[config.mk]
export PLATFORM = sky130hd
export DESIGN_NAME = multicycle_controller
export DESIGN_NICKNAME = d
export VERILOG_FILES = /design/src/rtl/multicycle_controller.sv
export SDC_FILE = /design/constraint.sdc
export NUM_CORES = 1
export LEC_CHECK = 0
export ABC_AREA = 1
export ABC_CLOCK_PERIOD_IN_PS = 1400
export CAP_MARGIN = 40
export CORE_ASPECT_RATIO = 1.1
export CORE_UTILIZATION = 35
export CTS_BUF_LIST = sky130_fd_sc_hd__clkbuf_4 sky130_fd_sc_hd__clkbuf_8
export DETAILED_ROUTE_END_ITERATION = 8
export GPL_TIMING_DRIVEN = 1
export HOLD_SLACK_MARGIN = 0.1
export MAX_ROUTING_LAYER = met4
export SLEW_MARGIN = 20
export SYNTH_ARGS = -nofsm -noshare
export SYNTH_HDL_FRONTEND = slang
export SYNTH_SLANG_ARGS = --single-unit
[constraint.sdc]
create_clock -name clk -period 1.4 [get_ports clk]
set_input_delay 0.42 -clock clk [delete_from_list [all_inputs] [get_ports clk]]
set_output_delay 0.42 -clock clk [all_outputs]
set_load 0.005 [all_outputs]
[src/rtl/multicycle_controller.sv]
// Main control FSM for the multicycle RV32I core: sequences fetch/decode/execute/
// memory/writeback and drives datapath selects, write enables and the retire counter.
module multicycle_controller #(
  parameter int unsigned INSTRET_W = 32
) (
  input  logic                 clk,
  input  logic                 rst_n,
  input  logic [6:0]           op,
  input  logic [2:0]           funct3,
  input  logic                 funct7b5,
  input  logic                 zero,
  input  logic                 mem_ready,
  output logic                 PCWrite,
  output logic                 AdrSrc,
  output logic                 MemWrite,
  output logic                 IRWrite,
  output logic                 RegWrite,
  output logic [1:0]           ResultSrc,
  output logic [1:0]           ALUSrcA,
  output logic [1:0]           ALUSrcB,
  output logic [1:0]           ImmSrc,
  output logic [2:0]           ALUControl,
  output logic                 illegal,
  output logic [INSTRET_W-1:0] instret,
  output logic [3:0]           state
);

  typedef enum logic [3:0] {
    S_FETCH    = 4'd0,
    S_DECODE   = 4'd1,
    S_MEMADR   = 4'd2,
    S_MEMREAD  = 4'd3,
    S_MEMWB    = 4'd4,
    S_MEMWRITE = 4'd5,
    S_EXECR    = 4'd6,
    S_EXECI    = 4'd7,
    S_ALUWB    = 4'd8,
    S_BEQ      = 4'd9,
    S_JAL      = 4'd10
  } state_t;

  localparam logic [6:0] OP_LW  = 7'b0000011;
  localparam logic [6:0] OP_SW  = 7'b0100011;
  localparam logic [6:0] OP_R   = 7'b0110011;
  localparam logic [6:0] OP_I   = 7'b0010011;
  localparam logic [6:0] OP_BEQ = 7'b1100011;
  localparam logic [6:0] OP_JAL = 7'b1101111;

  state_t               state_q, state_d;
  logic [INSTRET_W-1:0] instret_q;
  logic                 retire;

  always_ff @(posedge clk or negedge rst_n) begin
    if (!rst_n) begin
      state_q   <= S_FETCH;
      instret_q <= '0;
    end else begin
      state_q <= state_d;
      if (retire) instret_q <= instret_q + INSTRET_W'(1);
    end
  end

  always_comb begin
    state_d = state_q;
    unique case (state_q)
      S_FETCH:    if (mem_ready) state_d = S_DECODE;
      S_DECODE: begin
        case (op)
          OP_LW, OP_SW: state_d = S_MEMADR;
          OP_R:         state_d = S_EXECR;
          OP_I:         state_d = S_EXECI;
          OP_BEQ:       state_d = S_BEQ;
          OP_JAL:       state_d = S_JAL;
          default:      state_d = S_FETCH;
        endcase
      end
      S_MEMADR:   state_d = (op == OP_SW) ? S_MEMWRITE : S_MEMREAD;
      S_MEMREAD:  if (mem_ready) state_d = S_MEMWB;
      S_MEMWB:    state_d = S_FETCH;
      S_MEMWRITE: if (mem_ready) state_d = S_FETCH;
      S_EXECR,
      S_EXECI:    state_d = S_ALUWB;
      S_ALUWB:    state_d = S_FETCH;
      S_BEQ:      state_d = S_FETCH;
      S_JAL:      state_d = S_ALUWB;
      default:    state_d = S_FETCH;
    endcase
  end

  // The only path from DECODE back to FETCH is the illegal-opcode exit, which must not retire.
  assign retire = (state_d == S_FETCH) && (state_q != S_FETCH) && (state_q != S_DECODE);

  logic       pc_update, branch, alu_decode, alu_sub;
  logic       irw, regw, memw, ill;
  logic [2:0] alu_dec_ctl;

  always_comb begin
    unique case (funct3)
      3'b000:  alu_dec_ctl = (op[5] & funct7b5) ? 3'b001 : 3'b000;
      3'b010:  alu_dec_ctl = 3'b101;
      3'b110:  alu_dec_ctl = 3'b011;
      3'b111:  alu_dec_ctl = 3'b010;
      default: alu_dec_ctl = 3'b000;
    endcase
  end

  always_comb begin
    pc_update  = 1'b0;
    branch     = 1'b0;
    alu_decode = 1'b0;
    alu_sub    = 1'b0;
    irw        = 1'b0;
    regw       = 1'b0;
    memw       = 1'b0;
    ill        = 1'b0;
    AdrSrc     = 1'b0;
    ResultSrc  = 2'b00;
    ALUSrcA    = 2'b00;
    ALUSrcB    = 2'b00;
    unique case (state_q)
      S_FETCH: begin
        irw       = mem_ready;
        pc_update = mem_ready;
        ALUSrcB   = 2'b10;
        ResultSrc = 2'b10;
      end
      S_DECODE: begin
        ALUSrcA = 2'b01;
        ALUSrcB = 2'b01;
        ill     = !(op inside {OP_LW, OP_SW, OP_R, OP_I, OP_BEQ, OP_JAL});
      end
      S_MEMADR: begin
        ALUSrcA = 2'b10;
        ALUSrcB = 2'b01;
      end
      S_MEMREAD:  AdrSrc = 1'b1;
      S_MEMWB: begin
        ResultSrc = 2'b01;
        regw      = 1'b1;
      end
      S_MEMWRITE: begin
        AdrSrc = 1'b1;
        memw   = 1'b1;
      end
      S_EXECR: begin
        ALUSrcA    = 2'b10;
        alu_decode = 1'b1;
      end
      S_EXECI: begin
        ALUSrcA    = 2'b10;
        ALUSrcB    = 2'b01;
        alu_decode = 1'b1;
      end
      S_ALUWB:    regw = 1'b1;
      S_BEQ: begin
        ALUSrcA = 2'b10;
        alu_sub = 1'b1;
        branch  = 1'b1;
      end
      S_JAL: begin
        ALUSrcA   = 2'b01;
        ALUSrcB   = 2'b10;
        pc_update = 1'b1;
      end
      default: ;
    endcase
  end

  always_comb begin
    unique case (op)
      OP_SW:   ImmSrc = 2'b01;
      OP_BEQ:  ImmSrc = 2'b10;
      OP_JAL:  ImmSrc = 2'b11;
      default: ImmSrc = 2'b00;
    endcase
  end

  assign ALUControl = alu_decode ? alu_dec_ctl : (alu_sub ? 3'b001 : 3'b000);

  // State is already FETCH during reset; gating with rst_n keeps FETCH's enables low too.
  assign PCWrite  = rst_n & (pc_update | (branch & zero));
  assign IRWrite  = rst_n & irw;
  assign RegWrite = rst_n & regw;
  assign MemWrite = rst_n & memw;
  assign illegal  = rst_n & ill;
  assign instret  = instret_q;
  assign state    = state_q;

endmodule

# Word-level counts from Yosys, hierarchy flattened
# Index checks and enable logic that the tools add are counted.
[word_totals] regBits=36 out_inout_bits=53 input_bits=15
[classes] eq_ne=20 addsub=1 reduce_logical=17 mux=22 n_bitwise=8
[op_table] op="$add A32 B1 Y32 const B" n=1
[op_table] op="$pmux W4 S6" n=1
[op_table] op="$pmux W4 S5" n=1
[op_table] op="$eq A4 B3 Y1 const B" n=4
[op_table] op="$eq A7 B6 Y1 const B" n=2
[op_table] op="$eq A7 B7 Y1 const B" n=2
[op_table] op="$eq A4 B4 Y1 const B" n=3
[op_table] op="$mux W4" n=3
[op_table] op="$pmux W2 S2" n=3
[op_table] op="$pmux W3 S4" n=1
[op_table] op="$reduce_or A2 Y1" n=6
[op_table] op="$mux W1" n=9
[op_table] op="$eq A4 B2 Y1 const B" n=2
[op_table] op="$logic_not A4 Y1" n=2
[op_table] op="$and A1 B1 Y1" n=7
[op_table] op="$eq A7 B2 Y1 const B" n=1
[op_table] op="$eq A7 B5 Y1 const B" n=1
[op_table] op="$eq A3 B3 Y1 const B" n=2
[op_table] op="$mux W3" n=2
[op_table] op="$pmux W2 S3" n=1
[op_table] op="$reduce_bool A6 Y1" n=1
[op_table] op="$reduce_or A3 Y1" n=2
[op_table] op="$eq A4 B1 Y1 const B" n=1
[op_table] op="$ne A4 B1 Y1 const B" n=1
[op_table] op="other kinds (8)" n=9

# Depth between registers and ports, before layout
# Gate-level depths: netlist (run 1).
[logic_depth] ltp_word=7 ltp_mapped=12 mapped_depth_nobuf=10

# Worst setup path after synthesis (run 1)
# OpenSTA, ideal clock, no wires.
[synth_path] path_type="reg2reg" from="register instret_q[0], in the netlist instret[0]" to="register instret_q[26], in the netlist instret[26]" path_slack_ps=-162 stages_incl_launch_ff=11 arrival_time_ps=1445 path_cell_list="dfrtp_1 ha_1 nand3_2 inv_2 nand2_1 nor2_1 nand2_1 nand2_1 nand2_1 nand3_1 nand2_1"
[synth_via] elab_chain_len=1
[synth_rtl] element="from (decl)" line="50" source="logic [INSTRET_W-1:0] instret_q;"
[synth_rtl] element="from (signal assigned)" line="59" source="if (retire) instret_q <= instret_q + INSTRET_W'(1);"
[synth_rtl] element="$add A32 B1 Y32" line="59"
# No other way between the ends.
# A chain may end at the register's enable or synchronous reset.

# Worst setup path after layout (run 1)
[layout_path] from="register state_q[2], in the netlist state[2]" to="register instret_q[17], in the netlist instret[17]"
[layout_via] elab_chain_len=6 elab_cells_between_ends=18 cone_classes="8 x eq/ne; 4 x mux; 6 x reduce/logical"
[layout_rtl] element="from (decl)" line="49" source="state_t state_q, state_d;"
[layout_rtl] element="from (signal assigned)" line="58" source="state_q <= state_d;"
[layout_rtl] element="$eq A4 B3 Y1 or $eq A4 B4 Y1 (tied branches)" line="65" source="unique case (state_q)"
[layout_rtl] element="$reduce_or A3 Y1 (no source line)"
[layout_rtl] element="$pmux W4 S6 *" line="65"
[layout_rtl] element="via state_d[2]" line="49"
[layout_rtl] element="$logic_not A4 Y1 *" line="91" source="assign retire = (state_d == S_FETCH) && (state_q != S_FETCH) && (state_q != S_DECODE);"
[layout_rtl] element="$logic_and A1 B1 Y1 * (2 in series)" line="91"
# Mark *: on every way through the listed nets, which the timed path passes. The rest lies on a longest branch.

==> results of run 1 <==
==> registers in the layout, indices dropped and copies added (netlist names) <==
| signal | flops |
|---|---|
| instret | 32 |
| state | 4 |
==> final timing paths <==
| check | end | slack [ns] | cells after the start |
|---|---|---|---|
| max | instret[17] | -0.53 | 14 |
| min | instret[31] | 0.11 | 2 |
| max reg2reg | instret[17] | -0.53 | 14 |
| min reg2reg | instret[1] | 0.58 | 3 |
| max in group asynchronous | instret[7] | 0.98 | 2 |
| min in group clk | instret[1] | 0.58 | 3 |
==> power groups by stage <==
stage | sequential (mW) | combinational (mW) | clock (mW)
final | 1.23 | 4.68 | 0.758
after global routing | 1.24 | 4.90 | 0.803
after CTS | 1.22 | 4.24 | 0.761
after detailed placement | 1.26 | 2.70 | 0
after global placement | 1.26 | 2.67 | 0
after floorplan | 1.27 | 1.64 | 0
==> cell type report <==
| class | count | area (um2) | area share, % |
|---|---|---|---|
| Multi-Input combinational cell | 355 | 2190 | 39.6 |
| Tap cell | 108 | 135 | 2.44 |
| Clock inverter | 2 | 12.5 | 0.226 |
| Clock buffer | 5 | 68.8 | 1.24 |
| Sequential cell | 36 | 921 | 16.6 |
| Inverter | 28 | 125 | 2.26 |
| Timing Repair Buffer | 238 | 2090 | 37.7 |
==> repair_timing <==
| item | CTS | global route |
|---|---|---|
| gates cloned | 6 | 0 |
| setup endpoints to repair | 89 | 74 |
| pin swaps | 49 | 17 |
| gates resized for setup | 278 | 62 |
| buffers inserted | 63 | 20 |
==> synth_stat cells <==
cell type	count	area [um2]
nand4_1	1	6.26
a211oi_1	1	7.51
nand2_4	1	11.3
nand2_2	35	219
nor2_8	2	40.0
dfrtp_1	36	901
nand3_1	36	180
nor2_4	4	45.0
inv_2	10	37.5
buf_12	3	60.1
nor2_1	60	225
nand3_4	1	17.5
nor2_2	6	37.5
buf_4	5	37.5
nand3b_1	15	113
o21ai_0	3	15.0
buf_6	2	22.5
inv_1	18	67.6
ha_1	1	12.5
nand3_2	5	50.1
a21oi_1	3	15.0
nand4_2	1	12.5
o211ai_1	2	15.0
a31oi_1	1	6.26
nand2_1	154	578
xnor2_1	5	43.8
a21oi_4	1	16.3
nand2_8	1	20.0
nor3_1	2	10.0
o21a_1	1	7.51
xor2_1	10	87.6
==> per-layer routing <==
layer / GRT usage [%] / routed length, um / up-vias / share of wire, %
met4: 9.28 / 372 / 0 / 3.1
met5: - / 0 / - / 0
li1: - / - / 1822 / -
met2: 48.8 / 5950 / 164 / 50
met1: 33.5 / 4950 / 1837 / 42
met3: 3.30 / 587 / 37 / 4.9
==> cells by family after synthesis <==
kind of cell               Yosys count  synth area share (%)
buffers and inverters               38                  7.72
AOI/OAI and AO/OA                   12                  2.83
and+or+nand+nor                    324                  53.6
xor gates and xnor gates            15                  4.50
adders and majority gates            1                 0.429
DFF                                 36                  30.9
==> layout by cell type, fill, tap and decap left out, types with 3 or more instances in the layout <==
cell type | Yosys | final
clkdlybuf4s15_1 | 0 | 12
xor2_1 | 10 | 10
nor2_1 | 60 | 50
clkbuf_8 | 0 | 5
buf_4 | 5 | 128
dfrtp_1 | 36 | 20
nand3_4 | 1 | 3
xnor2_1 | 5 | 5
inv_2 | 10 | 14
nand2_8 | 1 | 5
nand3_1 | 36 | 10
nor2_2 | 6 | 6
clkdlybuf4s50_1 | 0 | 6
dlygate4sd2_1 | 0 | 9
nand2_1 | 154 | 140
inv_1 | 18 | 11
dfrtp_2 | 0 | 16
buf_6 | 2 | 47
nand2_2 | 35 | 42
nor2_4 | 4 | 14
nand3b_1 | 15 | 15
buf_12 | 3 | 8
nand3_2 | 5 | 29
buf_2 | 0 | 19
nand2_4 | 1 | 7
clkbuf_2 | 0 | 6
==> per-stage QoR <==
stage / std cells / power [mW] / worst slack (ns) / instance area (um2)
3_5_place_dp: 687 / 3.95 / -1.09 / 4400
2_1_floorplan: 426 / 2.92 / -0.0653 / 2970
3_3_place_gp: 687 / 3.93 / -1.06 / 4400
4_1_cts: 758 / 6.22 / -0.545 / 5270
5_1_grt: 772 / 6.94 / -0.600 / 5540
6_report: 772 / 6.66 / -0.535 / 5540
==> results.json, run 1 <==
{
  "status": "finished with violations",
  "violations": "setup timing",
  "combinationalPowerShare_pct": 70.2,
  "cp_slowest_cell": "dfrtp_2",
  "setup_ws_ns": -0.535,
  "nNetsFinal": 680,
  "fp-row-count": 34,
  "clkPwrFrac_pct": 11.4,
  "fin_crit_ns": 1.93,
  "finalHoldViolations": 0,
  "areaGrowthSynthToFinish_pct": 90.0,
  "p_seq_share_pct": 18.5,
  "hold_buffers": 0,
  "crit_start": "state[2]",
  "fmax_mhz": 517,
  "crit_type": "flop to flop",
  "grt_util_all_layers_pct": 28.2,
  "fin_util_pct": 69.3,
  "timing.slew.headroom_pct": 80.3,
  "synth_nets": 442,
  "vias": 3860,
  "drive_above_1_share_pct": 55.1,
  "p_per_area_nw_per_um2": 1200,
  "ant_nets": 0,
  "swShare_pct": 43.2,
  "route.detailed.drc": 0,
  "antenna_found_initial": 0,
  "die_area_um2": 8710,
  "cp_max_fo": 6,
  "critPathCaptureType": "flop",
  "tns_ns": -22.82,
  "clock-sinks": 36,
  "worst_hold_path_type": "input pin to async pin",
  "rsz0062_at_grt": "true",
  "finalMaxSlewViolations": 0,
  "firstDrtPassIters": 5,
  "crit_chain": "inv_1 > nor2_4 > buf_6 > buf_4 > nand3_2 > nand2_2 > inv_2 > nand3_4 > nor2_8 > buf_12 > buf_6 > buf_6 > nand3_2 > nand2_1",
  "clkLatencyLatePin_ns": 0.30,
  "setup_viol": 55,
  "crit_top_cell": "buf_6",
  "overflow": 0,
  "critPathBufInv": 7,
  "grt_pass1_vias": 3885,
  "holdWs_ns": 0.111,
  "dp_hpwl_um": 7290,
  "p_leak_nw": 2.79,
  "drt-total-wl_um": 11900,
  "ys_seq_area_share_pct": 30.9,
  "netSwitchingPower_mw": 2.88,
  "n_antenna_cell": 0,
  "die_h_um": 97.8,
  "vias_per_cell": 5.00,
  "cts_max_path_buffers": 2,
  "maxCapViolCount": 0,
  "grt_pass1_wl_um": 18200,
  "tritoncts": "yes",
  "synth_cell_types": 31,
  "cellInternalPower_mw": 3.78,
  "grt_start_max_net_pins": 21,
  "numCtsBuffers": 5,
  "clk_pin_slew_ns": 0.09,
  "drt-initial-drc-count": 240,
  "synth_area_per_cell_um2": 6.85,
  "port-buffer-count": 67,
  "syn_inst": 426,
  "regToRegStartpoint": "state[2]",
  "die-width_um": 89.1,
  "htree_num_levels": 2,
  "skew_ns": 0.0178,
  "cp.arrival_ns": 2.17,
  "ios": 68,
  "synth_area_um2": 2920,
  "irDropWorstVdd_v": 0.000889,
  "yosys_warnings": 0,
  "place.gp.congestion": 0.901,
  "core_um2": 8000,
  "start_util_pct": 36.5,
  "ys_seq_elements": 36,
  "max_stage_delay_ns": 0.46,
  "fin_crit_sh_pct": 138,
  "worstMarginPinSlew_ns": 0.294,
  "crit_required_ns": 1.64,
  "cts_root_buffer": "clkbuf_8",
  "post_drt_wl_per_cell_um": 15.4,
  "fillerInstances": 649,
  "crit_path_start_kind": "flop",
  "critPathTopFamily": "buffers and inverters"
}
(Power assumes the default switching activity.)
==> run 2, diff against run 1 <==
--- a/config.mk
+++ b/config.mk
@@ -12,7 +12,7 @@
 export CORE_UTILIZATION = 35
 export CTS_BUF_LIST = sky130_fd_sc_hd__clkbuf_4 sky130_fd_sc_hd__clkbuf_8
 export DETAILED_ROUTE_END_ITERATION = 8
-export GPL_TIMING_DRIVEN = 1
+export GPL_TIMING_DRIVEN = 0
 export HOLD_SLACK_MARGIN = 0.1
 export MAX_ROUTING_LAYER = met4
 export SLEW_MARGIN = 20
==> run 2 against run 1 <==
Compared with the run above:
- the flow still finishes with violations (setup timing)
- worst setup slack got worse by 0.055 ns
- global-route usage decreased by 1.7 points
- hold slack improved by 0.35 ns
- sequential power about the same
- sequential share of layout area increased by 0.51 points
- clock skew decreased by 0.0012 ns
- count of clock-buffer cells in the layout unchanged
- critical path depth decreased by 7
- final cell count decreased by 6.6%
- critical endpoint is now ALUSrcB[0]
==> results.json, run 2 (synthesis gave the netlist of run 1 again) <==
{
  "critPathCaptureType": "output pin",
  "regToRegStartpoint": "state[1]",
  "overflow": 0,
  "vias_per_cell": 4.93,
  "crit_top_cell": "nor2_4",
  "port-buffer-count": 67,
  "drt-total-wl_um": 11300,
  "worst_hold_path_type": "input pin to async pin",
  "max_stage_delay_ns": 0.47,
  "firstDrtPassIters": 5,
  "r2r_cells": 15,
  "cts_max_path_buffers": 2,
  "post_drt_wl_per_cell_um": 15.7,
  "grt_pass1_wl_um": 17200,
  "crit_required_ns": 0.98,
  "grt_start_max_net_pins": 21,
  "irDropWorstVdd_v": 0.00100,
  "n_antenna_cell": 0,
  "finalHoldViolations": 0,
  "clkLatencyLatePin_ns": 0.31,
  "vias": 3556,
  "rsz0062_at_grt": "true",
  "clk_pin_slew_ns": 0.07,
  "start_util_pct": 36.5,
  "cts_root_buffer": "clkbuf_8",
  "cp_slowest_cell": "dfrtp_2",
  "cp_max_fo": 4,
  "fin_crit_ns": 1.99,
  "drt-initial-drc-count": 166,
  "numCtsBuffers": 5,
  "timing.slew.headroom_pct": 63.3,
  "maxCapViolCount": 0,
  "p_leak_nw": 2.64,
  "fmax_mhz": 503,
  "place_inst": 602,
  "layout_common_cells": "125 x nand2_1, 65 x buf_4, 53 x buf_6, 52 x nor2_1, 38 x nand2_2",
  "worstMarginPinSlew_ns": 0.548,
  "route.detailed.drc": 0,
  "cp_num_cells": 7,
  "critPathTopFamily": "flip-flops",
  "fin_cells": 721,
  "cp.arrival_ns": 1.57,
  "nNetsFinal": 628,
  "drive_above_1_share_pct": 53.8,
  "die-width_um": 89.1,
  "final_common_cell": "nand2_1",
  "tritoncts": "yes",
  "status": "finished with violations",
  "die_area_um2": 8710,
  "crit_path_start_kind": "flop",
  "violations": "setup timing",
  "p_per_area_nw_per_um2": 1290,
  "crit_chain": "nor2_4 > buf_6 > inv_4 > nor2_4 > inv_2 > o211ai_1 > buf_2",
  "skew_ns": 0.0166,
  "crit-reg2reg-capture": "instret[19]",
  "clock-sinks": 36,
  "htree_num_levels": 2,
  "fp-row-count": 34,
  "crit_type": "flop to output pin",
  "total_power_mw": 7.06,
  "die_h_um": 97.8,
  "holdWs_ns": 0.461,
  "critPathBufInv": 4,
  "finalMaxSlewViolations": 0,
  "grt_util_all_layers_pct": 26.4,
  "antenna_found_initial": 0,
  "areaGrowthSynthToFinish_pct": 87.3,
  "largest_reg_flops": 32,
  "setup_ws_ns": -0.589,
  "grt_pass1_vias": 3581,
  "ant_nets": 0,
  "ios": 68,
  "place.gp.congestion": 0.877,
  "core_um2": 8000,
  "fin_crit_sh_pct": 142,
  "dp_hpwl_um": 6650,
  "r2r_slack_ns": -0.55,
  "setup_viol": 52
}
==> run 2: final cells by class <==
cell class	count	area (um2)
fillers	650	2530
multi-input cells	352	2260
repair buffers	181	1770
flip-flops and latches	36	936
well taps	108	135
inverters	28	133
plain buffers	8	124
clock buffers	5	68.8
clock inverters	3	42.5
==> run 2: power by group <==
group	internal [mW]	switching [mW]	total [mW]
registers	1.13	0.0850	1.22
logic	2.56	2.33	4.89
clock network	0.528	0.425	0.953
==> run 2: how the worst max path moves through the flow <==
stage	startpoint	to	slack (ns)
floorplan	op[3]	instret[2]	-0.07
global placement	rst_n	RegWrite	-2.33
detailed placement	op[3]	illegal	-1.39
CTS	state[3]	PCWrite	-0.58
global route	state[2]	ALUSrcB[0]	-0.67
finish	state[2]	ALUSrcB[0]	-0.59
==> run 2: per-stage QoR <==
step | utilization (%) | setup slack (ns) | setup TNS [ns] | instance area [um2]
final | 68.3 | -0.589 | -23.09 | 5470
after global routing | 68.3 | -0.673 | -26.51 | 5470
after CTS | 63.8 | -0.579 | -27.12 | 5100
after detailed placement | 47.5 | -1.39 | -40.67 | 3800
after global placement | 47.3 | -2.33 | -85.58 | 3780
after floorplan | - | -0.0653 | -1.90 | 2970
==> run 2: worst reg2reg max path, stage by stage (launching register included) <==
cell,delay [ns]
dfrtp_1,0.39
buf_6,0.15
buf_4,0.16
nand2_4,0.08
inv_2,0.07
nand3_4,0.06
nand2_2,0.06
inv_2,0.06
nand3_4,0.10
nor2_8,0.14
buf_12,0.12
nand2_8,0.07
buf_12,0.14
buf_12,0.13
nand2_2,0.05
nand2_1,0.05
==> run 2: routing by layer <==
layer  GRT usage [%]  wire (um)
met1            32.2       4630
met2            44.4       5760
met3            3.38        557
met4            9.40        375
met5               -          0
==> run 2: what timing repair did <==
item | in CTS | in global routing
setup buffers | 94 | 15
pin swaps | 35 | 38
gates resized for setup | 290 | 101
endpoints found under the setup margin | 88 | 71
endpoints found under the hold margin | 16 | 0
hold buffers | 2 | 0
gates cloned | 6 | 1
